### src/rtl/tone_meter.sv
// Gate-time tone frequency meter: counts rising edges of tone_in over FCLK/GATE_DIV cycles, reports Hz.
// Edge-to-count latency 3 cycles, readdata latency 1; slave never stalls, reads and writes always accepted.
module tone_meter #(
    parameter int unsigned FCLK     = 50_000_000,
    parameter int unsigned GATE_DIV = 10
) (
    input  logic        clk,
    input  logic        reset_n,
    input  logic        tone_in,
    input  logic        address,
    input  logic        read,
    output logic [31:0] readdata,
    input  logic        write,
    input  logic [31:0] writedata
);

    localparam int unsigned   GATE_CYC  = FCLK / GATE_DIV;
    localparam int unsigned   GW        = (GATE_CYC > 1) ? $clog2(GATE_CYC) : 1;
    localparam logic [GW-1:0] GATE_LAST = GW'(GATE_CYC - 1);
    localparam logic [63:0]   SAT       = 64'h0000_0000_FFFF_FFFF;
    localparam logic [63:0]   DIV64     = 64'(GATE_DIV);

    typedef enum logic {
        ST_HOLD = 1'b0,
        ST_RUN  = 1'b1
    } state_t;

    state_t        state_q, state_d;
    logic          enable;

    logic          sync1_q, sync2_q, hist_q;
    logic          edge_now;
    logic [GW-1:0] gate_q, gate_d;
    logic [31:0]   edges_q, edges_d;
    logic          ovf_pend_q, ovf_pend_d;
    logic [31:0]   freq_q, freq_d;
    logic          valid_q, valid_d;
    logic          ovf_q, ovf_d;
    logic [15:0]   gcnt_q, gcnt_d;
    logic [31:0]   readdata_q, readdata_d;

    logic          ctrl_wr, clr, terminal;
    logic [63:0]   total, scaled;
    logic          unused_wdata;

    assign unused_wdata = ^writedata[31:2];

    // tone_in is asynchronous: two flops to resolve metastability, one more to detect the rise
    always_ff @(posedge clk or negedge reset_n) begin
        if (!reset_n) begin
            sync1_q <= 1'b0;
            sync2_q <= 1'b0;
            hist_q  <= 1'b0;
        end else begin
            sync1_q <= tone_in;
            sync2_q <= sync1_q;
            hist_q  <= sync2_q;
        end
    end

    assign edge_now = sync2_q & ~hist_q;
    assign ctrl_wr  = write & address;
    assign clr      = ctrl_wr & writedata[1];

    always_ff @(posedge clk or negedge reset_n) begin
        if (!reset_n) state_q <= ST_RUN;
        else          state_q <= state_d;
    end

    always_comb begin
        state_d = state_q;
        if (ctrl_wr) state_d = writedata[0] ? ST_RUN : ST_HOLD;
    end

    always_comb begin
        enable = (state_q == ST_RUN);
    end

    assign terminal = enable && (gate_q == GATE_LAST);
    // An edge arriving on the terminal cycle still belongs to the closing gate
    assign total    = {32'd0, edges_q} + {63'd0, edge_now};
    assign scaled   = total * DIV64;

    always_comb begin
        gate_d     = gate_q;
        edges_d    = edges_q;
        ovf_pend_d = ovf_pend_q;
        freq_d     = freq_q;
        valid_d    = valid_q;
        ovf_d      = ovf_q;
        gcnt_d     = gcnt_q;
        if (!enable) begin
            gate_d     = '0;
            edges_d    = '0;
            ovf_pend_d = 1'b0;
        end else if (terminal) begin
            gate_d     = '0;
            edges_d    = '0;
            ovf_pend_d = 1'b0;
            valid_d    = 1'b1;
            gcnt_d     = gcnt_q + 16'd1;
            if (ovf_pend_q || (scaled > SAT)) begin
                freq_d = '1;
                ovf_d  = 1'b1;
            end else begin
                freq_d = scaled[31:0];
                ovf_d  = 1'b0;
            end
        end else begin
            gate_d = gate_q + GW'(1);
            if (edge_now) begin
                if (edges_q == '1) ovf_pend_d = 1'b1;
                else               edges_d    = edges_q + 32'd1;
            end
        end
        // Clear overrides a coinciding terminal cycle: nothing is latched
        if (clr) begin
            gate_d     = '0;
            edges_d    = '0;
            ovf_pend_d = 1'b0;
            freq_d     = '0;
            valid_d    = 1'b0;
            ovf_d      = 1'b0;
            gcnt_d     = '0;
        end
    end

    always_comb begin
        readdata_d = readdata_q;
        if (read) readdata_d = address ? {gcnt_q, 13'd0, ovf_q, valid_q, enable} : freq_q;
    end

    always_ff @(posedge clk or negedge reset_n) begin
        if (!reset_n) begin
            gate_q     <= '0;
            edges_q    <= '0;
            ovf_pend_q <= 1'b0;
            freq_q     <= '0;
            valid_q    <= 1'b0;
            ovf_q      <= 1'b0;
            gcnt_q     <= '0;
            readdata_q <= '0;
        end else begin
            gate_q     <= gate_d;
            edges_q    <= edges_d;
            ovf_pend_q <= ovf_pend_d;
            freq_q     <= freq_d;
            valid_q    <= valid_d;
            ovf_q      <= ovf_d;
            gcnt_q     <= gcnt_d;
            readdata_q <= readdata_d;
        end
    end

    assign readdata = readdata_q;

endmodule
### config.mk
export PLATFORM = sky130hd
export DESIGN_NAME = tone_meter
export DESIGN_NICKNAME = d
export VERILOG_FILES = /design/src/rtl/tone_meter.sv
export SDC_FILE = /design/constraint.sdc
export NUM_CORES = 1
export LEC_CHECK = 0
export ABC_CLOCK_PERIOD_IN_PS = 6100
export CAP_MARGIN = 20
export CORE_UTILIZATION = 40
export DETAILED_ROUTE_END_ITERATION = 12
export HOLD_SLACK_MARGIN = 0.1
export PLACE_DENSITY = 0.61
export SLEW_MARGIN = 20
export SYNTH_ARGS = -nofsm -noshare
export SYNTH_HDL_FRONTEND = slang
export SYNTH_SLANG_ARGS = --single-unit
### constraint.sdc
create_clock -name clk -period 6.1 [get_ports clk]
set_input_delay 1.22 -clock clk [delete_from_list [all_inputs] [get_ports clk]]
set_output_delay 1.22 -clock clk [all_outputs]
set_load 0.02 [all_outputs]
==> flow_summary.ini, run 1 <==
[timing]
report.final.slew_viol_count = 0
grt_setup_unrepaired = no
achievable-frequency_mhz = 190.3
report.final.setup_viol = 0
timing.final.ws_setup_ps = 845.9
max_slew_margin_pct = 34.32
finalHoldWorstSlack_ps = 350.9
finalCritPeriodShare_pct = 86.13
final-hold-violation-count = 0
clock_skew_ps = 15.44
final.setup.tns_ps = 0
worst_slew_pin_slew_ps = 980.6
period_needed_ps = 5254

[floorplanning]
chipHeight_um = 151.5
row_count = 54
core_region_area_um2 = 21890
fp.dieArea_um2 = 22950
floorplan.initialDensity_pct = 40.83
design.portCount = 70
fp.dieW_um = 151.5

[setup_path]
worst_path_largest_cell_delay_ps = 440
reg2reg_from = edges_q[3]
timing.critical_path.required_ps = 6390
start_kind = flop
path_cells = and3_1 > nand4_1 > nor3_1 > nand3_1 > nor2_1 > xnor2_1 > inv_1 > ha_1 > ha_1 > a21oi_1 > nor2b_1 > o21ai_0 > o211ai_1 > a221oi_1 > xnor2_1 > nor4_4 > buf_4 > a31oi_1
crit_path_max_fanout = 32
cp_slowest_cell = sky130_fd_sc_hd__dfrtp_1
worst-setup-path-type = reg -> reg
regToRegSetupSlack_ps = 850
reg2reg_depth = 18
arrival_ps = 5540
endpoint_kind = flop
r2r_end = freq_q[18]

[global_route]
grt_use_total_pct = 18.17
grt_start_max_net_pins = 102
grt_antenna_before_repair = 0
wire_length_of_the_first_global_routing_pass_um = 33070
grt_pass1_vias = 6583
total_global_routing_overflow = 0

[worst_hold_path]
hold_path_startpoint = sync1_q
hold_path_depth = 0
worstHoldEndpoint = sync2_q
timing.hold.worst.class = reg -> reg

[synth]
synthMuxAreaShare_pct = 2.478
post_synthesis_compound_gate_area_fraction_pct = 14.35
syn_inst = 1000
mappedNetlistNets = 1104
seq_area_frac_synth_pct = 39.49
synthDominantCellAreaShare_pct = 39.19
synth_flop_cell = sky130_fd_sc_hd__dfrtp_1
ys_seq_elements = 141
synthesis.yosys.warnings = 0
synth_xor_area_share_pct = 11.46
synth_area_per_cell_um2 = 8.939
synth_edf_count = 0
post_synth_fa_ha_maj_area_fraction_pct = 9.323
post_synth_num_cell_types = 55
post_synth_instance_area_um2 = 8939
netlist.top_cell.by_area = sky130_fd_sc_hd__dfrtp_1
synthSimpleGateAreaFrac_pct = 19.20
postSynth.asyncResetShare_pct = 100.0
synth_area_leaders = sky130_fd_sc_hd__dfrtp_1, sky130_fd_sc_hd__ha_1, sky130_fd_sc_hd__xnor2_1, sky130_fd_sc_hd__xor2_1, sky130_fd_sc_hd__nor2_1
main_combinational_cell_family_by_area_after_synthesis = simple AND/OR/NAND/NOR gates

[power_and_ir_drop]
p_leak_uw = 0.004503
vdd_drop_max_mv = 0.1435
cellPowerDensity_nw_per_um2 = 207.6

[layout]
final_core_util_pct = 46.10
fillerInstances = 2104
insertedDiodeCount = 0
drive_gt1_share_pct = 4.785
final_net_count = 1115
sequential_cell_area_um2 = 3530
most-common-layout-cells = sky130_fd_sc_hd__dfrtp_1, sky130_fd_sc_hd__nor2_1, sky130_fd_sc_hd__o21ai_0
instances_no_fill = 1304
multi_input_gate_area_in_the_final_layout_um2 = 5104
mostFrequentLayoutCell = sky130_fd_sc_hd__dfrtp_1
area.growth.synth_to_final_pct = 12.89

[drt]
viasPerCell = 5.407
drc = 0
drtIter0Drc = 487
detail_route.wl_per_cell_um = 15.28
first_pass_iters = 5
wirelength_um = 19930
final_antenna_net_count = 0
route.vias.total = 7051

[clock_network]
cts_num_sinks = 141
postCtsSetupRepairBufs = 0
cts.clk_slew.worst_paths_ps = 60
ctsHtreeMaxLevel = 4
clkLatencyLatePin_ps = 430
cts.hold.buffers_added = 0
post_cts_resized = 0
cts_tree = done
cts_root_buf = sky130_fd_sc_hd__clkbuf_16
cts_bufs_inserted = 17
ctsLongestPathBuffers = 2

[placed_design]
dpl.cell_count = 1272
portBuffers = 39
dp_worst_setup_slack_ps = 903.3
finalWeightedCongestion = 0.8547
place.detailed.hpwl_um = 14030

[outcome]
outcome = complete, no violations

[run]
cap_viol_max_count = 0
## stage by stage
step | cell area [µm²] | total power (µW)
6_report | 10090 | 2094
5_1_grt | 10090 | 2176
4_1_cts | 10090 | 2124
3_5_place_dp | 9539 | 1117
3_3_place_gp | 9539 | 1116
2_1_floorplan | 8939 | 1050
## worst max-delay path: cells and delay by family (launching register included)
kind                     cells  cell delay [ps]
AO/OA/AOI/OAI                5             1280
AND/OR/NAND/NOR              7             1790
flip-flops                   1              440
buffers and inverters        2              460
XOR/XNOR                     2              400
adder cells (fa/ha/maj)      2              710
## cell type report
cell class | instances | area share (%)
multi-input combinational | 774 | 50.58
sequential | 141 | 34.98
timing repair buffer | 46 | 4.352
clock buffer | 19 | 4.290
tap | 280 | 3.472
clock inverter | 13 | 1.178
inverter | 31 | 1.153
## how the worst max path moves through the flow
stage	start	to
after detailed placement	edges_q[3]	freq_q[18]
final	edges_q[3]	freq_q[18]
after global placement	edges_q[3]	freq_q[2]
after floorplan	edges_q[6]	freq_q[30]
after CTS	edges_q[3]	freq_q[18]
after global routing	edges_q[3]	freq_q[18]
## per-layer routing
metal / GRT usage [%] / share of wire (%)
met1: 25.35 / 51
met2: 28.45 / 45
met3: 2.934 / 2.5
met4: 6.100 / 1.1
met5: 0 / 0
## report_power, final
group	leakage, µW	switching (µW)	internal (µW)
Combinational	0.00232	85.7	43.7
Sequential	0.00193	12.8	953
Clock	0.000260	437	562
## cell usage after synthesis (2+ instances only)
master / instances
sky130_fd_sc_hd__a211oi_1: 3
sky130_fd_sc_hd__a21o_1: 12
sky130_fd_sc_hd__a21oi_1: 69
sky130_fd_sc_hd__a311oi_1: 2
sky130_fd_sc_hd__a31oi_1: 36
sky130_fd_sc_hd__a41oi_1: 2
sky130_fd_sc_hd__and2_1: 5
sky130_fd_sc_hd__and3_1: 14
sky130_fd_sc_hd__and4_1: 6
sky130_fd_sc_hd__buf_1: 7
sky130_fd_sc_hd__buf_4: 3
sky130_fd_sc_hd__clkbuf_1: 44
sky130_fd_sc_hd__dfrtp_1: 140
sky130_fd_sc_hd__ha_1: 65
sky130_fd_sc_hd__inv_1: 31
sky130_fd_sc_hd__mux2i_1: 21
sky130_fd_sc_hd__nand2_1: 73
sky130_fd_sc_hd__nand2b_1: 5
sky130_fd_sc_hd__nand3_1: 34
sky130_fd_sc_hd__nand3b_1: 13
sky130_fd_sc_hd__nand4_1: 31
sky130_fd_sc_hd__nor2_1: 117
sky130_fd_sc_hd__nor2b_1: 2
sky130_fd_sc_hd__nor3_1: 15
sky130_fd_sc_hd__nor3b_1: 3
sky130_fd_sc_hd__nor4_1: 5
sky130_fd_sc_hd__nor4_4: 2
sky130_fd_sc_hd__o211ai_1: 3
sky130_fd_sc_hd__o21a_1: 4
sky130_fd_sc_hd__o21ai_0: 75
sky130_fd_sc_hd__o21bai_1: 5
sky130_fd_sc_hd__o22ai_1: 2
sky130_fd_sc_hd__o31a_1: 2
sky130_fd_sc_hd__or3_1: 13
sky130_fd_sc_hd__xnor2_1: 61
sky130_fd_sc_hd__xor2_1: 56
## cells by family (layout without fill, tap and decap cells)
| family | count (synthesis) | in the layout |
|---|---|---|
| fa+ha+maj | 66 | 66 |
| xor+xnor | 117 | 117 |
| simple gates | 346 | 346 |
| buf+inv | 85 | 109 |
| compound gates | 223 | 223 |
| flops | 141 | 141 |
| mux | 22 | 22 |
## state kept, by name, summed over array words and instances (netlist names)
signal and cells:
hist_q 1, ovf_pend_q 1, gate_q 23, edges_q 32
sync1_q 1, valid_q 1, enable 1, sync2_q 1
freq_q 32, gcnt_q 16, readdata 32
Note: power is estimated with default switching activity, not from simulation.
==> run 2: changes to the inputs <==
--- a/config.mk
+++ b/config.mk
@@ -7,6 +7,7 @@
 export LEC_CHECK = 0
 export ABC_CLOCK_PERIOD_IN_PS = 6100
 export CAP_MARGIN = 20
+export CORE_MARGIN = 2
 export CORE_UTILIZATION = 40
 export DETAILED_ROUTE_END_ITERATION = 12
 export HOLD_SLACK_MARGIN = 0.1
==> run 2 against run 1 <==
Critical path depth stayed put; global-route usage is 0.57 points lower; clock power is 7% higher; largest power group unchanged; combinational power hardly changed; hold slack worse by 2.3 ps; critical endpoint is now freq_q[19].
==> flow_summary.ini, run 2 (synthesized netlist as in run 1, its figures left out) <==
[outcome]
outcome = complete, no violations

[power_and_ir_drop]
vdd_drop_max_mv = 0.1019
fin_total_pwr_uw = 2164
p_leak_uw = 0.004530
cellPowerDensity_nw_per_um2 = 213.5

[setup_path]
crit_path_max_fanout = 32
critical-path-top-delay-family = simple AND/OR/NAND/NOR gates
endpoint_kind = flop
cp.depth = 18
worst_setup_path_endpoint = freq_q[19]
cp_slowest_cell = sky130_fd_sc_hd__nor3_1
timing.critical_path.required_ps = 6380
r2r_end = freq_q[19]
arrival_ps = 5610
reg2reg_depth = 18
reg2reg_from = edges_q[3]
start_kind = flop
crit_path_start = edges_q[3]
regToRegSetupSlack_ps = 760
worst_path_largest_cell_delay_ps = 460
path_cells = and3_1 > nand4_1 > nor3_1 > nand3_1 > nor2_1 > xnor2_1 > inv_1 > ha_1 > ha_1 > a21oi_1 > nor2b_1 > o21ai_0 > o211ai_1 > a221oi_1 > xnor2_1 > nor4_4 > buf_4 > a31oi_1
worst-setup-path-type = reg -> reg
critPathBufInv = 2

[clock_network]
ctsLongestPathBuffers = 2
cts_root_buf = sky130_fd_sc_hd__clkbuf_16
clkLatencyLatePin_ps = 420
cts.clk_slew.worst_paths_ps = 60
cts_tree = done
postCtsSetupRepairBufs = 0
cts_bufs_inserted = 17
cts_num_sinks = 141
cts.hold.buffers_added = 0
post_cts_resized = 0
ctsHtreeMaxLevel = 4

[timing]
achievable-frequency_mhz = 187.3
timing.final.ws_setup_ps = 762.2
final-hold-violation-count = 0
final.setup.tns_ps = 0
clock_skew_ps = 9.562
grt_setup_unrepaired = no
max_slew_margin_pct = 32.50
worst_slew_pin_slew_ps = 1008
report.final.slew_viol_count = 0
finalCritPeriodShare_pct = 87.51
period_needed_ps = 5338
report.final.setup_viol = 0

[drt]
drc = 0
final_antenna_net_count = 0
detail_route.wl_per_cell_um = 15.32
drtIter0Drc = 506
route.vias.total = 7023
viasPerCell = 5.386
wirelength_um = 19980
first_pass_iters = 5

[placed_design]
dp_worst_setup_slack_ps = 845.0
finalWeightedCongestion = 0.8618
place.detailed.hpwl_um = 14180
portBuffers = 39

[global_route]
grt_use_total_pct = 17.60
grt_pass1_vias = 6836
total_global_routing_overflow = 0
grt_start_max_net_pins = 97
wire_length_of_the_first_global_routing_pass_um = 34380
grt_antenna_before_repair = 0

[layout]
final_net_count = 1115
sequential_cell_area_um2 = 3530
fillerInstances = 2116
drive_gt1_share_pct = 4.688
mostFrequentLayoutCell = sky130_fd_sc_hd__dfrtp_1
final_core_util_pct = 46.31
insertedDiodeCount = 0
area.growth.synth_to_final_pct = 13.41
most-common-layout-cells = sky130_fd_sc_hd__dfrtp_1, sky130_fd_sc_hd__nor2_1, sky130_fd_sc_hd__o21ai_0
multi_input_gate_area_in_the_final_layout_um2 = 5104

[run]
cap_viol_max_count = 0

[worst_hold_path]
hold_path_startpoint = sync1_q
timing.hold.worst.class = reg -> reg

[floorplanning]
design.portCount = 70
fp.dieW_um = 153.5
core_region_area_um2 = 21890
fp.dieArea_um2 = 23560
row_count = 54
chipHeight_um = 153.5
floorplan.initialDensity_pct = 40.83
[run 2: cell count changes in the layout (fill, tap and decap cells not counted), sizes merged]
cell / delta
bufinv: +2
clkinvlp: -2
clkinv: -2
clkbuf: +1
inv: +1
[run 2: through the flow]
step	hold WS [ps]	cell area (µm²)	cells
6_report	348.7	10140	1304
2_1_floorplan	331.2	8939	1000
3_5_place_dp	337.2	9539	1272
4_1_cts	351.8	10140	1304
3_3_place_gp	337.7	9539	1272
5_1_grt	368.0	10140	1304
[run 2: layer usage]
layer	part of all wire (%)	vias up	global-route usage, %
met2	45	116	27.13
met4	2.0	0	6.640
met1	51	3304	25.02
met5	0	-	0
met3	2.5	28	2.665
li1	-	3575	-
[run 2: cell type report]
class,count,area share (%)
Timing Repair Buffer,46,4.332
Multi-Input combinational cell,774,50.35
Tap cell,280,3.456
Clock buffer,20,4.308
Inverter,31,1.148
Sequential cell,141,34.82
Clock inverter,12,1.592
[run 2: worst reg2reg max path, cell delays in order, from the launching register on]
cell and delay [ps]:
sky130_fd_sc_hd__dfrtp_1 450, sky130_fd_sc_hd__and3_1 270, sky130_fd_sc_hd__nand4_1 190, sky130_fd_sc_hd__nor3_1 460, sky130_fd_sc_hd__nand3_1 260, sky130_fd_sc_hd__nor2_1 330, sky130_fd_sc_hd__xnor2_1 230, sky130_fd_sc_hd__inv_1 80
sky130_fd_sc_hd__ha_1 310, sky130_fd_sc_hd__ha_1 410, sky130_fd_sc_hd__a21oi_1 340, sky130_fd_sc_hd__nor2b_1 80, sky130_fd_sc_hd__o21ai_0 160, sky130_fd_sc_hd__o211ai_1 270, sky130_fd_sc_hd__a221oi_1 400, sky130_fd_sc_hd__xnor2_1 180
sky130_fd_sc_hd__nor4_4 260, sky130_fd_sc_hd__buf_4 370, sky130_fd_sc_hd__a31oi_1 150
[run 2: where the power goes]
group / switching, µW / internal (µW) / total (µW)
clock: 419 / 648 / 1070
combinational: 87.6 / 43.8 / 131
sequential: 12.3 / 953 / 966
[run 2: worst min path at each step]
stage	to	cells past startpoint
global placement	sync2_q	0
detailed placement	sync2_q	0
floorplan	sync2_q	0
global route	sync2_q	0
finish	sync2_q	0
CTS	sync2_q	0
==> run 3: changes to the inputs <==
--- a/config.mk
+++ b/config.mk
@@ -5,9 +5,7 @@
 export SDC_FILE = /design/constraint.sdc
 export NUM_CORES = 1
 export LEC_CHECK = 0
-export ABC_CLOCK_PERIOD_IN_PS = 6100
 export CAP_MARGIN = 20
-export CORE_MARGIN = 2
 export CORE_UTILIZATION = 40
 export DETAILED_ROUTE_END_ITERATION = 12
 export HOLD_SLACK_MARGIN = 0.1
==> results of run 3 <==
Final layout, timing and power as in run 1 (identical DEF).
